===== config.mk =====
export PLATFORM = sky130hd
export DESIGN_NAME = activation_reader
export DESIGN_NICKNAME = d
export VERILOG_FILES = /design/src/rtl/activation_reader.sv
export SDC_FILE = /design/constraint.sdc
export NUM_CORES = 1
export LEC_CHECK = 0
export BUFFER_PORTS_ARGS = -buffer_cell sky130_fd_sc_hd__buf_2
export CAP_MARGIN = 40
export CORE_MARGIN = 2
export CORE_UTILIZATION = 59
export DETAILED_ROUTE_END_ITERATION = 6
export PLACE_DENSITY_LB_ADDON = 0.25
export SLEW_MARGIN = 20
export SYNTH_ARGS = -nofsm -noshare
export SYNTH_HDL_FRONTEND = slang
export SYNTH_SLANG_ARGS = --single-unit

===== constraint.sdc =====
create_clock -name clk -period 3.4 [get_ports clk]
set_input_delay 0 -clock clk [delete_from_list [all_inputs] [get_ports clk]]
set_output_delay 0 -clock clk [all_outputs]
set_load 0.01 [all_outputs]

===== src/rtl/activation_reader.sv =====
// Snapshots N activation words on start and streams them out over valid/ready,
// counting nonzero words. Define ACT_ZERO_SKIP_EN to drop zero words from the stream.
module activation_reader #(
    parameter int N     = 4,
    parameter int WIDTH = 32,
    parameter int IDXW  = $clog2(N),
    parameter int CNTW  = $clog2(N + 1)
) (
    input  logic                 clk,
    input  logic                 rst,
    input  logic                 start,
    input  logic [N*WIDTH-1:0]   actIn,
    input  logic                 outReady,
    output logic                 outValid,
    output logic [WIDTH-1:0]     outData,
    output logic [IDXW-1:0]      outIdx,
    output logic                 busy,
    output logic                 done,
    output logic [CNTW-1:0]      nonZeroCnt
);

`ifdef ACT_ZERO_SKIP_EN
    localparam bit SKIP_EN = 1'b1;
`else
    localparam bit SKIP_EN = 1'b0;
`endif

    localparam logic [IDXW-1:0] LAST_IDX = IDXW'(N - 1);

    typedef enum logic [1:0] {
        ST_IDLE = 2'd0,
        ST_SEND = 2'd1,
        ST_FIN  = 2'd2
    } state_t;

    function automatic logic word_nz(input logic [WIDTH-1:0] w);
        return |w;
    endfunction

    state_t             state_r;
    logic [WIDTH-1:0]   snap_r [N];
    logic [IDXW-1:0]    idx_r;
    logic [CNTW-1:0]    cnt_r;
    logic               out_valid_r;
    logic [WIDTH-1:0]   out_data_r;
    logic [IDXW-1:0]    out_idx_r;
    logic               busy_r;
    logic               done_r;
    logic [CNTW-1:0]    nz_cnt_r;

    logic [WIDTH-1:0]   cur_word_s;
    logic [WIDTH-1:0]   next_word_s;
    logic [WIDTH-1:0]   first_word_s;
    logic [IDXW-1:0]    idx_next_s;
    logic [CNTW-1:0]    cnt_next_s;
    logic               advance_s;

    assign outValid   = out_valid_r;
    assign outData    = out_data_r;
    assign outIdx     = out_idx_r;
    assign busy       = busy_r;
    assign done       = done_r;
    assign nonZeroCnt = nz_cnt_r;

    // Current/next word selection, running-count update and advance condition
    always_comb begin
        cur_word_s   = snap_r[idx_r];
        idx_next_s   = idx_r + IDXW'(1);
        next_word_s  = snap_r[idx_next_s];
        first_word_s = actIn[WIDTH-1:0];
        if (word_nz(cur_word_s)) begin
            cnt_next_s = cnt_r + CNTW'(1);
        end else begin
            cnt_next_s = cnt_r;
        end
        // A word not offered (only possible when skipping zeros) advances without handshake
        if (state_r == ST_SEND) begin
            if (out_valid_r) begin
                advance_s = outReady;
            end else begin
                advance_s = SKIP_EN;
            end
        end else begin
            advance_s = 1'b0;
        end
    end

    // Control FSM, snapshot capture and registered outputs
    always_ff @(posedge clk or negedge rst) begin
        if (!rst) begin
            state_r     <= ST_IDLE;
            for (int i = 0; i < N; i++) begin
                snap_r[i] <= '0;
            end
            idx_r       <= '0;
            cnt_r       <= '0;
            out_valid_r <= 1'b0;
            out_data_r  <= '0;
            out_idx_r   <= '0;
            busy_r      <= 1'b0;
            done_r      <= 1'b0;
            nz_cnt_r    <= '0;
        end else begin
            case (state_r)
                ST_IDLE: begin
                    done_r <= 1'b0;
                    if (start) begin
                        for (int i = 0; i < N; i++) begin
                            snap_r[i] <= actIn[i*WIDTH +: WIDTH];
                        end
                        idx_r       <= '0;
                        cnt_r       <= '0;
                        state_r     <= ST_SEND;
                        busy_r      <= 1'b1;
                        out_valid_r <= SKIP_EN ? word_nz(first_word_s) : 1'b1;
                        out_data_r  <= first_word_s;
                        out_idx_r   <= '0;
                    end else begin
                        busy_r      <= 1'b0;
                        out_valid_r <= 1'b0;
                    end
                end
                ST_SEND: begin
                    if (advance_s) begin
                        cnt_r <= cnt_next_s;
                        if (idx_r == LAST_IDX) begin
                            state_r     <= ST_FIN;
                            out_valid_r <= 1'b0;
                            done_r      <= 1'b1;
                            nz_cnt_r    <= cnt_next_s;
                        end else begin
                            idx_r       <= idx_next_s;
                            out_idx_r   <= idx_next_s;
                            out_data_r  <= next_word_s;
                            out_valid_r <= SKIP_EN ? word_nz(next_word_s) : 1'b1;
                        end
                    end else begin
                        out_valid_r <= out_valid_r;
                    end
                end
                ST_FIN: begin
                    state_r     <= ST_IDLE;
                    done_r      <= 1'b0;
                    busy_r      <= 1'b0;
                    out_valid_r <= 1'b0;
                end
                default: begin
                    state_r     <= ST_IDLE;
                    done_r      <= 1'b0;
                    busy_r      <= 1'b0;
                    out_valid_r <= 1'b0;
                end
            endcase
        end
    end

endmodule


==> flow_metrics.tcl <==
set metrics [dict create \
    status "finished clean" \
    holdCritStartpoint "start" \
    max_freq_mhz 394 \
    synth_cell_types 39 \
    syn_area_per_cell_um2 13.9 \
    ys_ff_latch 173 \
    post_drt_wl_per_cell_um 21.4 \
    die_h_um 120 \
    die_area_um2 14400 \
    cpPeakStageDelay_ns 0.72 \
    critPathCaptureType "flip-flop" \
    regArea_um2 4330 \
    fp.coreArea_um2 13200 \
    grt_pass1_wl_um 35800 \
    maxCapViolCount 0 \
    cts.repair.resized 0 \
    grt_usage_pct 33.0 \
    hold_buffers 130 \
    cts_setup_buffers 0 \
    die_x_um 120 \
    hold_viol 0 \
    overflow 0 \
    cts_buffer_depth 2 \
    r2r_end "cnt_r[0]" \
    worst_pin_slew_ns 0.734 \
    num-nets-final 1002 \
    wl_met2_um 11600 \
    path_class "reg2reg" \
    final_cell_area_um2 10800 \
    clk_latency_ns 0.44 \
    final.period_utilization_pct 74.6 \
    grt_pass1_vias 6700 \
    rsz0062_at_grt "false" \
    hp-class "in2reg" \
    holdPathEnd "outIdx[0]" \
    crit_path_top_delay_cell "dfrtp_2" \
    maxSlewHeadroom_pct 51.1 \
    cp.arrival_ns 2.85 \
    drt_first_pass_iters 5 \
    io_buffer_count 171 \
    start_kind "flip-flop" \
    synthArstFlopShare_pct 100 \
    power.density_nw_per_um2 912 \
    diodes 0 \
    num_rows 42 \
    r2r_slack_ns 0.86 \
    cellLeakagePower_uw 0.00492 \
    synth_flop_cell "dfrtp_1" \
    path_cells "nor4b_1 > nand3_1 > a221oi_1 > o21ai_0 > a31oi_1 > a21oi_1" \
    syn-instance-count 572 \
    setup_tns_ns 0 \
    gp_congestion 0.837 \
    final_util_pct 82.1 \
    wl_um 22500 \
    cts-root-buf "clkbuf_16" \
    htreeDepth 4 \
    cp_num_buf_inv 0 \
    antenna_found_initial 0 \
    via_per_inst 5.98 \
    fin_skew_ns 0.0109 \
    fillCellCount 720 \
    cts_buffers 17 \
    wl_met3_um 1440 \
    yosys_warnings 0 \
    crit_required_ns 3.71 \
    area_growth_pct 36.2 \
    setup_violations 0 \
    dpl_cell_area_um2 8940 \
    crit_family "compound AO/OA/AOI/OAI gates" \
    synth_edf_count 0 \
    fin_crit_ns 2.54 \
    clock-sinks 173 \
    hpwl_um 13800 \
    synth_fp_nets 706 \
    drv_slew 0 \
    yosysSeqAreaShare_pct 54.5 \
    first_iter_violations 477 \
    r2r-start "outIdx[0]" \
    worst_r2r_path_depth 6 \
    syn_area_um2 7950 \
    boundaryPins 172 \
    grt_max_degree 131 \
    remaining_drc_errors 0 \
    cp_max_fo 24 \
    cts_tree "done" \
    wl_met1_um 8860 \
    drtAntennaViolNets 0 \
    ir_drop_mv 0.464 \
    multi_input_area_um2 3420 \
    layout-drive-gt1-share_pct 42.9 \
    clkTransAtPathRegs_ns 0.06 \
    initial_core_util_pct 60.3 \
    vias 6306 \
    highest_layer "met4" \
    holdPathStages 4 \
]
stage by stage:
step / hold WS [ns] / std cells / total power (µW) / setup WS (ns)
after floorplan: -0.296 / 572 / 6630 / 1.31
after global routing: 0.250 / 1055 / 10400 / 0.739
after detailed placement: 0.103 / 893 / 7770 / 0.979
final: 0.238 / 1055 / 9880 / 0.863
after CTS: 0.224 / 1053 / 9710 / 0.964
after global placement: 0.0974 / 893 / 7560 / 1.03
where the power goes:
part / total, µW / leakage (µW) / switching, µW / internal, µW
Sequential: 4090 / 0.00208 / 991 / 3100
Clock: 1830 / 0.000265 / 781 / 1050
Combinational: 3950 / 0.00258 / 1710 / 2240
worst reg2reg max path: cells and delay by family, from the launching register on:
kind	cells	cell delay, ns
AO/OA/AOI/OAI	4	1.26
AND/OR/NAND/NOR	2	0.43
flip-flops	1	0.72
cells in the final DEF, fill, tap and decap left out, types with 3 or more instances in the layout:
cell type | netlist | routed
mux4_2 | 32 | 32
dfrtp_1 | 173 | 172
buf_2 | 17 | 170
clkbuf_8 | 0 | 3
clkbuf_1 | 10 | 3
o21ai_1 | 29 | 29
nand3_1 | 9 | 9
nand4_1 | 7 | 7
nand2_1 | 46 | 46
mux2_2 | 128 | 128
clkbuf_16 | 0 | 17
o21ai_0 | 7 | 7
dlygate4sd3_1 | 0 | 131
o211ai_1 | 3 | 3
nor4_1 | 23 | 23
buf_4 | 3 | 8
nor4b_1 | 5 | 5
mux2i_1 | 32 | 32
nor3_1 | 4 | 4
nor2_1 | 8 | 8
clkinv_2 | 0 | 4
a31oi_1 | 3 | 3
layout make-up:
class | instances | share of cell area [%]
clock inverters | 7 | 0.601
repair buffers | 313 | 21.3
flip-flops and latches | 173 | 40.0
clock buffers | 23 | 4.41
inverters | 2 | 0.0693
well taps | 176 | 2.03
multi-input cells | 361 | 31.6
kinds of logic after synthesis:
| family | Yosys count | synth area share [%] |
|---|---|---|
| mux | 192 | 31.2 |
| simple gates | 114 | 7.49 |
| buf+inv | 38 | 2.68 |
| fa+ha+maj | 2 | 0.315 |
| flops | 173 | 54.5 |
| compound gates | 53 | 3.83 |
worst max-delay path by stage:
stage | start | end | cells past startpoint
2_1_floorplan | outIdx[1] | outData[30] | 6
3_3_place_gp | outIdx[0] | outData[27] | 5
4_1_cts | outIdx[0] | outData[26] | 5
6_report | outIdx[0] | cnt_r[0] | 6
3_5_place_dp | outIdx[0] | outData[26] | 5
5_1_grt | outIdx[0] | cnt_r[0] | 6
layer usage:
metal | vias up | GRT usage, %
met5 | - | 0
met2 | 291 | 55.4
met1 | 3227 | 42.1
met3 | 51 | 7.98
li1 | 2737 | -
met4 | 0 | 11.8
Yosys cell counts, types with 3 or more instances:
| library cell | n | area share [%] |
|---|---|---|
| nor3_1 | 4 | 0.25 |
| a31oi_1 | 3 | 0.24 |
| nand3_1 | 9 | 0.57 |
| nand4_1 | 7 | 0.55 |
| o21ai_1 | 29 | 1.8 |
| buf_6 | 5 | 0.71 |
| nor4_1 | 23 | 1.8 |
| clkbuf_1 | 10 | 0.47 |
| o21ai_0 | 7 | 0.44 |
| mux2i_1 | 32 | 4.0 |
| a21o_1 | 3 | 0.28 |
| dfrtp_1 | 173 | 54 |
| nand2_1 | 46 | 2.2 |
| buf_4 | 3 | 0.28 |
| mux4_2 | 32 | 9.1 |
| nor2_1 | 8 | 0.38 |
| buf_2 | 17 | 1.1 |
| mux2_2 | 128 | 18 |
| nor4b_1 | 5 | 0.55 |
| o211ai_1 | 3 | 0.28 |
registers in the layout, indices dropped and copies added (netlist names):
name and cells:
state_r 2, busy 1, outData 32, outValid 1, done 1, snap_r 128, nonZeroCnt 3, cnt_r 3
outIdx 2
(Power assumes the default switching activity.)
